--- src/rtl/text_console_writer.sv ---
// Text-mode console writer: turns an ASCII byte stream into character RAM writes,
// tracking the cursor and scrolling by a circular row offset. Optional tab stops: CONSOLE_TAB_EN.
module text_console_writer #(
    parameter int unsigned COLS  = 70,
    parameter int unsigned ROWS  = 30,
    parameter logic [7:0]  BLANK = 8'h20
) (
    input  logic        clk,
    input  logic        clrn,
    input  logic        in_valid,
    input  logic [7:0]  in_ascii,
    output logic        in_ready,
    output logic        wr_en,
    output logic [11:0] wr_addr,
    output logic [7:0]  wr_data,
    output logic [4:0]  cur_row,
    output logic [6:0]  cur_col,
    output logic [4:0]  scroll_base,
    output logic        busy
);

    typedef enum logic [1:0] {StIdle, StClearLine, StClearAll} state_e;

    localparam logic [6:0]  LastCol  = 7'(COLS - 1);
    localparam logic [4:0]  RowMax   = 5'(ROWS - 1);
    localparam logic [11:0] ColsCnt  = 12'(COLS);
    localparam logic [11:0] TotalCnt = 12'(COLS * ROWS);

    state_e      state_q, state_d;
    logic [11:0] cnt_q, cnt_d;
    logic [11:0] line_base_q, line_base_d;
    logic [4:0]  cur_row_q, cur_row_d;
    logic [6:0]  cur_col_q, cur_col_d;
    logic [4:0]  scroll_base_q, scroll_base_d;
    logic        wr_en_q, wr_en_d;
    logic [11:0] wr_addr_q, wr_addr_d;
    logic [7:0]  wr_data_q, wr_data_d;
    logic        in_ready_q, in_ready_d;
    logic        busy_q, busy_d;

    logic [5:0]  row_sum;
    logic [4:0]  phys_row;
    logic [11:0] phys_addr;
    logic [11:0] base_addr;
    logic [4:0]  base_inc;
    logic        newline;
`ifdef CONSOLE_TAB_EN
    logic [7:0]  tab_col;
`endif

    // Circular row mapping without a divider: the sum never exceeds 2*ROWS-2.
    always_comb begin
        row_sum   = {1'b0, scroll_base_q} + {1'b0, cur_row_q};
        phys_row  = (row_sum >= 6'(ROWS)) ? 5'(row_sum - 6'(ROWS)) : row_sum[4:0];
        phys_addr = 12'(phys_row) * ColsCnt + {5'b0, cur_col_q};
        base_addr = 12'(scroll_base_q) * ColsCnt;
        base_inc  = (scroll_base_q == RowMax) ? 5'd0 : scroll_base_q + 5'd1;
    end

    always_comb begin
        state_d       = state_q;
        cnt_d         = cnt_q;
        line_base_d   = line_base_q;
        cur_row_d     = cur_row_q;
        cur_col_d     = cur_col_q;
        scroll_base_d = scroll_base_q;
        wr_en_d       = 1'b0;
        wr_addr_d     = wr_addr_q;
        wr_data_d     = wr_data_q;
        newline       = 1'b0;
`ifdef CONSOLE_TAB_EN
        tab_col       = {1'b0, cur_col_q | 7'd7} + 8'd1;
`endif

        case (state_q)
            StIdle: begin
                if (in_valid && in_ready_q) begin
                    if (in_ascii >= 8'h20 && in_ascii <= 8'h7E) begin
                        wr_en_d   = 1'b1;
                        wr_addr_d = phys_addr;
                        wr_data_d = in_ascii;
                        if (cur_col_q == LastCol) begin
                            cur_col_d = 7'd0;
                            if (cur_row_q != RowMax) begin
                                cur_row_d = cur_row_q + 5'd1;
                            end else begin
                                // Character write owns this cycle; the scroll starts next cycle.
                                state_d     = StClearLine;
                                cnt_d       = 12'd0;
                                line_base_d = base_addr;
                            end
                        end else begin
                            cur_col_d = cur_col_q + 7'd1;
                        end
                    end else begin
                        case (in_ascii)
                            8'h0A: newline = 1'b1;
                            8'h0D: cur_col_d = 7'd0;
                            8'h08: begin
                                if (cur_col_q != 7'd0) begin
                                    cur_col_d = cur_col_q - 7'd1;
                                    wr_en_d   = 1'b1;
                                    wr_addr_d = phys_addr - 12'd1;
                                    wr_data_d = BLANK;
                                end
                            end
                            8'h0C: begin
                                state_d   = StClearAll;
                                cnt_d     = 12'd1;
                                wr_en_d   = 1'b1;
                                wr_addr_d = 12'd0;
                                wr_data_d = BLANK;
                            end
`ifdef CONSOLE_TAB_EN
                            8'h09: begin
                                if (tab_col >= 8'(COLS)) begin
                                    newline = 1'b1;
                                end else begin
                                    cur_col_d = tab_col[6:0];
                                end
                            end
`endif
                            default: ;
                        endcase
                    end

                    if (newline) begin
                        cur_col_d = 7'd0;
                        if (cur_row_q != RowMax) begin
                            cur_row_d = cur_row_q + 5'd1;
                        end else begin
                            // First blank of the recycled row goes out with the new base.
                            scroll_base_d = base_inc;
                            state_d       = StClearLine;
                            line_base_d   = base_addr;
                            cnt_d         = 12'd1;
                            wr_en_d       = 1'b1;
                            wr_addr_d     = base_addr;
                            wr_data_d     = BLANK;
                        end
                    end
                end
            end

            StClearLine: begin
                if (cnt_q == ColsCnt) begin
                    state_d = StIdle;
                end else begin
                    if (cnt_q == 12'd0) begin
                        scroll_base_d = base_inc;
                    end
                    wr_en_d   = 1'b1;
                    wr_addr_d = line_base_q + cnt_q;
                    wr_data_d = BLANK;
                    cnt_d     = cnt_q + 12'd1;
                end
            end

            StClearAll: begin
                if (cnt_q == TotalCnt) begin
                    state_d       = StIdle;
                    cur_row_d     = 5'd0;
                    cur_col_d     = 7'd0;
                    scroll_base_d = 5'd0;
                end else begin
                    wr_en_d   = 1'b1;
                    wr_addr_d = cnt_q;
                    wr_data_d = BLANK;
                    cnt_d     = cnt_q + 12'd1;
                end
            end

            default: state_d = StIdle;
        endcase

        in_ready_d = (state_d == StIdle);
        busy_d     = ~in_ready_d;
    end

    always_ff @(posedge clk or negedge clrn) begin
        if (!clrn) begin
            state_q       <= StClearAll;
            cnt_q         <= 12'd0;
            line_base_q   <= 12'd0;
            cur_row_q     <= 5'd0;
            cur_col_q     <= 7'd0;
            scroll_base_q <= 5'd0;
            wr_en_q       <= 1'b0;
            wr_addr_q     <= 12'd0;
            wr_data_q     <= 8'd0;
            in_ready_q    <= 1'b0;
            busy_q        <= 1'b0;
        end else begin
            state_q       <= state_d;
            cnt_q         <= cnt_d;
            line_base_q   <= line_base_d;
            cur_row_q     <= cur_row_d;
            cur_col_q     <= cur_col_d;
            scroll_base_q <= scroll_base_d;
            wr_en_q       <= wr_en_d;
            wr_addr_q     <= wr_addr_d;
            wr_data_q     <= wr_data_d;
            in_ready_q    <= in_ready_d;
            busy_q        <= busy_d;
        end
    end

    assign in_ready    = in_ready_q;
    assign wr_en       = wr_en_q;
    assign wr_addr     = wr_addr_q;
    assign wr_data     = wr_data_q;
    assign cur_row     = cur_row_q;
    assign cur_col     = cur_col_q;
    assign scroll_base = scroll_base_q;
    assign busy        = busy_q;

endmodule

--- config.mk ---
export PLATFORM = sky130hd
export DESIGN_NAME = text_console_writer
export DESIGN_NICKNAME = d
export VERILOG_FILES = /design/src/rtl/text_console_writer.sv
export SDC_FILE = /design/constraint.sdc
export NUM_CORES = 1
export LEC_CHECK = 0
export CORE_ASPECT_RATIO = 0.5
export CORE_MARGIN = 4
export CORE_UTILIZATION = 60
export CTS_BUF_LIST = sky130_fd_sc_hd__clkbuf_8
export CTS_CLUSTER_DIAMETER = 150
export DETAILED_ROUTE_END_ITERATION = 10
export PLACE_DENSITY = 0.82
export SLEW_MARGIN = 30
export SYNTH_ARGS = -nofsm -noshare
export SYNTH_HDL_FRONTEND = slang
export SYNTH_SLANG_ARGS = --single-unit
export TNS_END_PERCENT = 30
--- constraint.sdc ---
create_clock -name clk -period 11 [get_ports clk]
set_input_delay 2.2 -clock clk [delete_from_list [all_inputs] [get_ports clk]]
set_output_delay 2.2 -clock clk [all_outputs]
set_load 0.05 [all_outputs]
==> impl_summary.md <==
Global route
The number of global-route vias before repair is 5857. The first global-routing pass estimated ~30 mm of wire. Summed over all layers, the global routing overflow is 0.

The met1 usage in global routing is about two fifths. Entering global routing, the biggest net connects 67 pins. The initial antenna violation count is 0.

Global routing used 30.2% of the available tracks across all layers. The most utilized layer in the global route result is met2. Global routing consumed, on the met3 layer, approximately 6.6% of the routing resources. Global routing used ~47% of the available met2 tracks.

Floorplan
The initial utilization of the core area, before any placement, comes to 61.8%. The placeable core region is a little over 10000 um2. Pin placement for this block handled 51 I/O pins.

Row generation in the floorplan step produced 26 rows. The die is between 80 and 90 um tall. The die is roughly 150 um wide. The floorplan step defined a die boundary enclosing 12400 um2.

Timing
The count of final max-slew check failures was 0. Setup violations remaining at the end of the flow were counted as 0. The minimum clock period is about 6300 ps. Headroom to the max-slew limit came out at between 30% and 40%. The final count of hold timing violations is 0. Final hold analysis gives a worst-case slack of ~490 ps. Dividing the final minimum period by the clock period gives a little under three fifths. Setup repair after global routing left no endpoint under its margin. The worst-case clock skew is between 10 and 15 ps. For the final routed database, the setup TNS stands at 0 ps. The pin slew with the least headroom to its limit is roughly 950 ps.

Based on the critical path, the design can be clocked at up to ~160 MHz.

Routing
The first-pass iteration count of the detailed router is 7. The number of DRC markers after the initial detailed-route iteration is between 500 and 600. The number of vias per cell after detailed routing is roughly 6.6.

After detailed routing, the number of remaining DRC violations is 0. For this block, the routed nets add up to about 18 mm of wire. The routed wire length per instance is between 15 and 20 um. The number of vias in the routed layout is between 6000 and 7000. The number of antenna-violating nets in the routed design is 0.

Logic synthesis
The post-synthesis share of cell area spent on xor and xnor gates is under 10%. The library cell occupying the most area in the post-synthesis netlist is sky130_fd_sc_hd__dfrtp_1. By area, the combinational part of the netlist is dominated by compound AO/OA/AOI/OAI gates.

After technology mapping, the gate count stands at around 760. Summing the areas of all compound-gate instances in the mapped netlist gives between 20% and 30% of the synthesized area. The total nets after synthesis is between 800 and 900. The synthesized-area fraction occupied by and/or/nand/nor cells is between 20% and 30%. The cell area after technology mapping is around 6300 um2. Of the post-synthesis cell area, the part taken by muxes is 0.968%. The arithmetic-cell share of the synthesized area counting full adders, half adders and majority gates is between 10% and 20%. Counting instances in the post-synthesis netlist gives the leading cell types as 79 x sky130_fd_sc_hd__nand2_1, 65 x sky130_fd_sc_hd__dfrtp_1, 65 x sky130_fd_sc_hd__nor2_1. The most common cell in the synthesized netlist is sky130_fd_sc_hd__nand2_1. The async set-reset flop share out of synthesis is 100%.

The sequential element share of the synthesized area is between 20% and 30%. The share of synthesized area in the top cell type comes to roughly a quarter. Yosys mapped the design onto 89 distinct sky130hd cell types.

A synthesized cell averages about 8.4 um2. Ranked by total cell area, the synthesized netlist is headed by sky130_fd_sc_hd__dfrtp_1 26%, sky130_fd_sc_hd__ha_1 12%, sky130_fd_sc_hd__nand2_1 4.7%, sky130_fd_sc_hd__a21oi_1 4.0%, sky130_fd_sc_hd__o21ai_0 3.9%. The count of flip-flops with a built-in enable after synthesis is 0. In the synthesized netlist the dominant register cell turns out to be sky130_fd_sc_hd__dfrtp_1. In this run, synthesis produced a sequential element count of 66. The Yosys step of the flow raised 0 warnings.

Critical path
The kind of end point of the critical path is a register. The cell depth of the worst flop-to-flop path is 22. The capturing element of the worst setup path is wr_addr[8]. The slowest stage of the critical path belongs to the cell sky130_fd_sc_hd__dfrtp_1.

For this run, the slowest stage of the critical path takes around 500 ps. The setup check on the worst reg-to-reg path leaves a slack of 4720 ps. The classification of the worst setup path is reg2reg.

The most prevalent standard cell on the critical path is sky130_fd_sc_hd__ha_1. In this run the worst path has a maximum fanout of 10. The origin of the critical flop-to-flop path is scroll_base[0]. The type of origin of the critical path is a register.

The critical path goes through ha_1 -> fa_1 -> xor2_2 -> and2_1 -> nor3b_4 -> nor3_1 -> or3_4 -> ha_1 -> ha_1 -> ha_1 -> a31oi_1 -> xor2_1 -> ha_1 -> or3b_2 -> a21oi_1 -> or3b_1 -> nor3_2 -> nand3b_1 -> nand2b_1 -> a311oi_1 -> a21oi_1 -> o21ai_0. The launch point of the critical path is scroll_base[0]. STA puts the critical path data arrival time at 6570 ps. The endpoint identified for the worst register-to-register timing path is wr_addr[8]. The required time of the critical path is 11290 ps.

Layout
After the last flow step, the layout net total stands at about 880. The area used by sequential logic in the layout is 1650 um2. The number of antenna diodes in the final layout is 0. The number of standard cells in the layout, taps in and fillers out is between 900 and 1000. The total area of multi-input combinational cells is about 4500 um2. From synthesis to final layout, the design area changed by 13.2%. The count of fill cells added during filler insertion is about 840.

Of the cells placed in the final design, the portion with a size suffix greater than 1 is just under 9%.

Clock tree
The number of hold buffers added after CTS was 0. CTS placed an instance of sky130_fd_sc_hd__clkbuf_8 at the clock tree root. At the later pin of the worst-skew pair, clock insertion delay measures 370 ps. TritonCTS built the clock tree. After clock tree synthesis, the clock-pin slew on the worst setup and hold paths is about 80 ps. The number of clock buffers added by TritonCTS is 9. The H-tree was split into 3 levels. After clock tree synthesis, the repair step resized 0 gates.

The number of buffers inserted by post-CTS setup repair is 0. The deepest clock path buffer count is 2. CTS saw 66 sinks.

Min path
The min-delay analysis places its worst path in the category reg2reg. The hold-critical path depth is 1.

Placed design
The total placed cells including tap cells is approximately 930. Once detailed placement completed, the half-perimeter wirelength came to roughly 14 mm. The weighted congestion at the end of routability-driven global placement is 0.947.

Buffers placed on the I/O ports in this run total 50.

Power and ir drop
IR analysis of the VDD net gives a maximum drop of 59.5 uV. Dividing total power by cell area gives a power density of 111 nW/um2. In this run the static leakage power is 0.00312 uW.

Outcome
The run finished with clean final reports.

Run
The max-cap violation count is 0.
==> report_power, final <==
group          leakage (uW)  internal (uW)  switching (uW)  total (uW)
clock              0.000111            128             110         237
combinational       0.00213           94.6             181         275
sequential         0.000880            259            20.3         280
total               0.00312            482             311         792
==> critical path: cells and delay by family, from the launching register on <==
kind	cells	cell delay (ps)
flip-flops	1	500
AO/OA/AOI/OAI	5	850
adder cells (fa/ha/maj)	6	1990
XOR/XNOR	2	450
AND/OR/NAND/NOR	9	2420
==> layout make-up <==
class | count | share of cell area (%)
sequential | 66 | 23.1
timing repair buffer | 55 | 7.49
clock buffer | 9 | 1.73
tap | 140 | 2.44
inverter | 35 | 1.83
clock inverter | 7 | 1.31
multi-input combinational | 630 | 62.1
==> logic make-up (layout without fill, tap and decap cells) <==
group,count (synthesis),count (layout)
xor+xnor,34,34
compound gates,244,244
buf+inv,59,106
fa+ha+maj,67,67
flops,66,66
mux,6,6
simple gates,279,279
==> placed cells by master, fill, tap and decap left out, drive strengths merged, types with 5 or more instances in the layout <==
cell type,instances
nand2,79
nor2,69
dfrtp,65
ha,62
o21ai,55
a21oi,54
clkdlybuf4s50,49
inv,37
nor3,27
nand3,20
xnor2,18
xor2,16
o31ai,15
nand4,12
a211oi,11
nand2b,10
a22o,10
nor2b,9
clkbuf,9
or3,9
a21o,8
a31oi,8
or2,8
o21a,7
nor4,7
and2,6
o211ai,6
o221ai,6
and3,6
buf,6
a2111oi,6
mux2i,5
fa,5
==> state kept, by name (all words and copies together) (netlist names) <==
signal,cells
wr_addr,12
cnt_q,12
scroll_base,5
in_ready,1
wr_data,8
busy,1
state_q,2
cur_col,7
line_base_q,12
cur_row,5
wr_en,1
==> how the worst min path moves through the flow <==
stage                    from        endpoint  slack [ps]
6_report           wr_data[7]      wr_data[7]         490
5_1_grt            wr_data[7]      wr_data[7]         500
2_1_floorplan  line_base_q[4]  line_base_q[4]         450
3_3_place_gp   line_base_q[4]  line_base_q[4]         460
4_1_cts        line_base_q[4]  line_base_q[4]         490
3_5_place_dp   line_base_q[4]  line_base_q[4]         470
==> layer usage <==
layer,vias to the layer above,share of wire [%]
li1,2909,-
met1,2965,45
met2,320,44
met3,45,8.8
met4,0,2.9
met5,-,0
==> stage by stage <==
| step | worst slack (ps) | instance area (um2) | total power [uW] | util (%) |
|---|---|---|---|---|
| 2_1_floorplan | 5170 | 6330 | 472 | - |
| 3_3_place_gp | 5100 | 6930 | 548 | 67.7 |
| 3_5_place_dp | 4900 | 6940 | 554 | 67.7 |
| 4_1_cts | 4830 | 7160 | 791 | 69.8 |
| 5_1_grt | 4320 | 7170 | 833 | 70.0 |
| 6_report | 4720 | 7170 | 792 | 70.0 |
No activity file was read; power rests on OpenSTA's default activity.
==> patch 1 (config.mk and constraints unchanged) <==
The option `CONSOLE_TAB_EN` is turned on by a define.
--- a/src/rtl/text_console_writer.sv
+++ b/src/rtl/text_console_writer.sv
@@ -1,4 +1,6 @@
 // Text-mode console writer: turns an ASCII byte stream into character RAM writes,
 // tracking the cursor and scrolling by a circular row offset. Optional tab stops: CONSOLE_TAB_EN.
+`define CONSOLE_TAB_EN
+
 module text_console_writer #(
     parameter int unsigned COLS  = 70,
Function: changed (Yosys sat finds a counterexample within 4 cycles, from zero or initial values).
==> patch 1 against the original RTL <==
  * Routed wire length down 7.3%
  * Clock skew is 1.5 ps higher
  * Sequential cell count is the same
  * Area after synthesis is 6.3% lower
  * Final area fell by 6.8%
  * Setup slack improved by 260 ps
Power is not compared: it rests on default switching activity, and its combinational part moved more than twofold at a synthesized area within 25%.
==> patch 1: results <==
[power_and_ir_drop]
p_leak_nw = 2.92
ir_drop_uv = 96.2

[min_path]
hold_depth = 2
hold_end = line_base_q[9]$_DFFE_PN0P_
hold_start = line_base_q[9]$_DFFE_PN0P_
min-delay-path-class = register to register

[synthesis]
ys.flop_type = dfrtp_1
synthTopCellsByCount = nand2_1 (80), dfrtp_1 (65), ha_1 (64)
seq_area_frac_synth_pct = 27.9
synthTopCellsByArea = dfrtp_1 (27%), ha_1 (14%), nand2_1 (5.1%)
synth_nets = 776
synth_cell_types = 81

[global_routing]
grt_pass1_vias = 5441
grt_max_degree = 67
track_usage_pct = 30.1
grt_pass1_wl_um = 28000
antenna_found_initial = 0

[detailed_routing]
drtIter0Drc = 746
wl_per_cell_um = 19.4
routed_via_density = 6.52

[worst_setup_path]
slowest_stage = mux2i_1
crit_path_max_fanout = 7
r2r-end = wr_addr[9]$_DFFE_PN0P_
crit_path_max_incr_delay_ps = 550
reg2reg_from = scroll_base[0]$_DFFE_PN0P_
r2r_cells = 22
r2r_slack_ps = 4980
critPathArrivalTime_ps = 6250

[clock_network]
cts_root_buffer = clkbuf_8
post_cts_buffers = 0
clk_pin_slew_ps = 80
insertion_delay_ps = 370
cts_buffer_depth = 2

[run_status]
outcome = finished, final reports clean

[sta]
max_slew_margin_pct = 38.1
clock_skew_ps = 13.8
hold-worst-slack_ps = 492

[placed_design]
dpl_cell_area_um2 = 6490
port_buffers = 50
hpwl_um = 12500
gp_congestion = 0.935
dp_slack_ps = 5100

[cells_and_area]
fill_cells = 751
syn_to_final_growth_pct = 12.7
drive_gt1_share_pct = 6.21
nets = 816
==> patch 1: changes by cell type after synthesis, sizes merged, moves of 5 or more <==
cell	before	now
nor2	69	54
nor3	27	15
or3	9	3
nand3	20	14
o31ai	15	7
a222oi	0	5
a2111oi	6	1
a221oi	4	9
a21oi	54	43
xor2	16	23
==> patch 1: report_power, final <==
part	leakage (nW)	switching (mW)	internal, mW	total [mW]
Sequential	0.853	0.0426	0.271	0.313
Combinational	1.97	0.482	0.304	0.785
Clock	0.0965	0.106	0.0929	0.199
Total	2.92	0.630	0.667	1.30
==> patch 1: logic make-up (layout without fill, tap and decap cells) <==
kind of cell             Yosys count  in the layout  share of synthesized area [%]
adder cells (fa/ha/maj)           69             69                           15.2
flip-flops                        66             66                           27.9
multiplexers                       7              7                           1.20
buffers and inverters             61            106                           4.62
AO/OA/AOI/OAI                    215            215                           24.9
XOR/XNOR                          44             44                           6.50
AND/OR/NAND/NOR                  234            234                           19.7
==> patch 1: worst max-delay path by stage <==
stage                                         to                       start  cells after the start  slack (ps)
after global placement    wr_addr[9]$_DFFE_PN0P_  scroll_base[0]$_DFFE_PN0P_                     22        5320
after CTS                 wr_addr[9]$_DFFE_PN0P_  scroll_base[0]$_DFFE_PN0P_                     22        5030
final                     wr_addr[9]$_DFFE_PN0P_  scroll_base[0]$_DFFE_PN0P_                     22        4980
after global routing      wr_addr[8]$_DFFE_PN0P_  scroll_base[0]$_DFFE_PN0P_                     22        4520
after floorplan           wr_addr[9]$_DFFE_PN0P_      cur_row[0]$_DFFE_PN0P_                     22        5450
after detailed placement  wr_addr[9]$_DFFE_PN0P_  scroll_base[0]$_DFFE_PN0P_                     22        5100
==> patch 1: cell type report <==
| cell class | instances | area share (%) |
|---|---|---|
| inverters | 35 | 1.97 |
| well taps | 135 | 2.53 |
| repair buffers | 55 | 7.98 |
| clock buffers | 11 | 2.27 |
| clock inverters | 5 | 0.449 |
| flip-flops and latches | 66 | 24.7 |
| multi-input cells | 569 | 60.1 |
==> patch 1: worst max-delay path: cells and delay by family, from the launching register on <==
kind | cells | cell delay [ps]
adders and majority gates | 6 | 2000
and+or+nand+nor | 6 | 1260
AOI/OAI and AO/OA | 6 | 960
xor gates and xnor gates | 3 | 610
muxes | 1 | 550
DFF | 1 | 470
==> patch 1: layer usage <==
| layer | GRT usage [%] | vias up | wire length [µm] |
|---|---|---|---|
| met1 | 43.5 | 2748 | 7520 |
| met5 | 2.27 | - | 0 |
| met2 | 43.6 | 281 | 7370 |
| met4 | 10.3 | 0 | 447 |
| li1 | - | 2637 | - |
| met3 | 7.50 | 43 | 1660 |
==> patch 1: stage by stage <==
step                      power [mW]  std cells
final                           1.30        876
after detailed placement        1.08        860
after global routing            1.38        876
after floorplan                0.887        696
after CTS                       1.28        876
after global placement          1.05        860
==> patch 2 (same settings) <==
Without the edit above. Compare `cnt_q` against `ColsCnt` with >= in place of ==.
--- a/src/rtl/text_console_writer.sv
+++ b/src/rtl/text_console_writer.sv
@@ -144,5 +144,5 @@
 
             StClearLine: begin
-                if (cnt_q == ColsCnt) begin
+                if (cnt_q >= ColsCnt) begin
                     state_d = StIdle;
                 end else begin
Behaviour: no difference found for any inputs over 4 cycles, from zero or initial values; that may be too few to reach the edited logic, so the function may still have changed.
==> patch 2 against the original RTL <==
  * Global-route usage decreased by 1.4 points
  * Via count decreased by 5.6%
  * Sequential cell count unchanged
  * Area after synthesis decreased by 4.4%
  * Non-clock buffer count unchanged
  * Count of clock-buffer cells in the layout increased by 1
  * Core utilization increased by 1.1 points
  * Critical path depth increased by 2
  * Final area decreased by 4.5%
  * Routed wire length decreased by 9.5%
  * Setup slack got worse by 55 ps
  * Power increased by 5.8%
  * Highest routed layer unchanged
==> patch 2: results <==
[worst_setup_path]
r2r-end = wr_addr[11]$_DFFE_PN0P_
critPathArrivalTime_ps = 6580
crit_path_max_fanout = 9
r2r_cells = 24

[synthesis]
syn_avg_cell_area_um2 = 8.29
synthTopCellsByArea = dfrtp_1 (27%), ha_1 (13%), nand2_1 (5.2%)
synthTopCellsByCount = nand2_1 (84), dfrtp_1 (65), nor2_1 (65)

[power_and_ir_drop]
p_leak_nw = 3.06
p_switching_mw = 0.347
seq_cell_power_mw = 0.293
powerClk_mw = 0.210

[placed_design]
hpwl_um = 12600
place_inst = 892
dpl_cell_area_um2 = 6650
dp_slack_ps = 4710
gp_congestion = 0.962

[sta]
hold-worst-slack_ps = 486
clock_skew_ps = 8.17
max_slew_margin_pct = 29.1

[cells_and_area]
drive_gt1_share_pct = 5.56
nets = 846
fill_cells = 781
final_cell_count_no_fill = 908

[global_routing]
track_usage_pct = 28.8
met2_usage_pct = 42.6
grt_pass1_wl_um = 27100

[run_status]
outcome = finished, final reports clean

[detailed_routing]
drt_first_pass_iters = 6
wl_per_cell_um = 18.3
wl_met3_um = 1360
==> patch 2: cells by family after synthesis <==
kind of cell / synth area share, %
XOR/XNOR: 5.48
AND/OR/NAND/NOR: 20.9
AO/OA/AOI/OAI: 27.8
multiplexers: 0.165
flip-flops: 27.3
adder cells (fa/ha/maj): 14.5
buffers and inverters: 3.95
==> patch 2: worst max path at each step <==
stage	from	endpoint	cells past startpoint	slack, ps
after global routing	scroll_base[0]$_DFFE_PN0P_	wr_addr[11]$_DFFE_PN0P_	24	4120
after CTS	scroll_base[0]$_DFFE_PN0P_	wr_addr[11]$_DFFE_PN0P_	24	4710
after floorplan	scroll_base[0]$_DFFE_PN0P_	wr_addr[11]$_DFFE_PN0P_	25	4990
after global placement	scroll_base[0]$_DFFE_PN0P_	wr_addr[11]$_DFFE_PN0P_	24	4980
after detailed placement	scroll_base[0]$_DFFE_PN0P_	wr_addr[11]$_DFFE_PN0P_	24	4710
final	scroll_base[0]$_DFFE_PN0P_	wr_addr[11]$_DFFE_PN0P_	24	4660
==> patch 2: worst reg2reg max path: cells and delay by family (launching register included) <==
| kind | cells | cell delay [ps] |
|---|---|---|
| XOR/XNOR | 2 | 460 |
| adder cells (fa/ha/maj) | 6 | 1810 |
| buffers and inverters | 3 | 260 |
| AO/OA/AOI/OAI | 6 | 1950 |
| AND/OR/NAND/NOR | 7 | 1270 |
| flip-flops | 1 | 480 |
==> patch 2: layout make-up <==
cell class	count	area share, %
Timing Repair Buffer	55	7.79
Inverter	34	1.86
Tap cell	135	2.47
Multi-Input combinational cell	602	60.9
Clock buffer	10	2.01
Sequential cell	66	24.1
Clock inverter	6	0.859
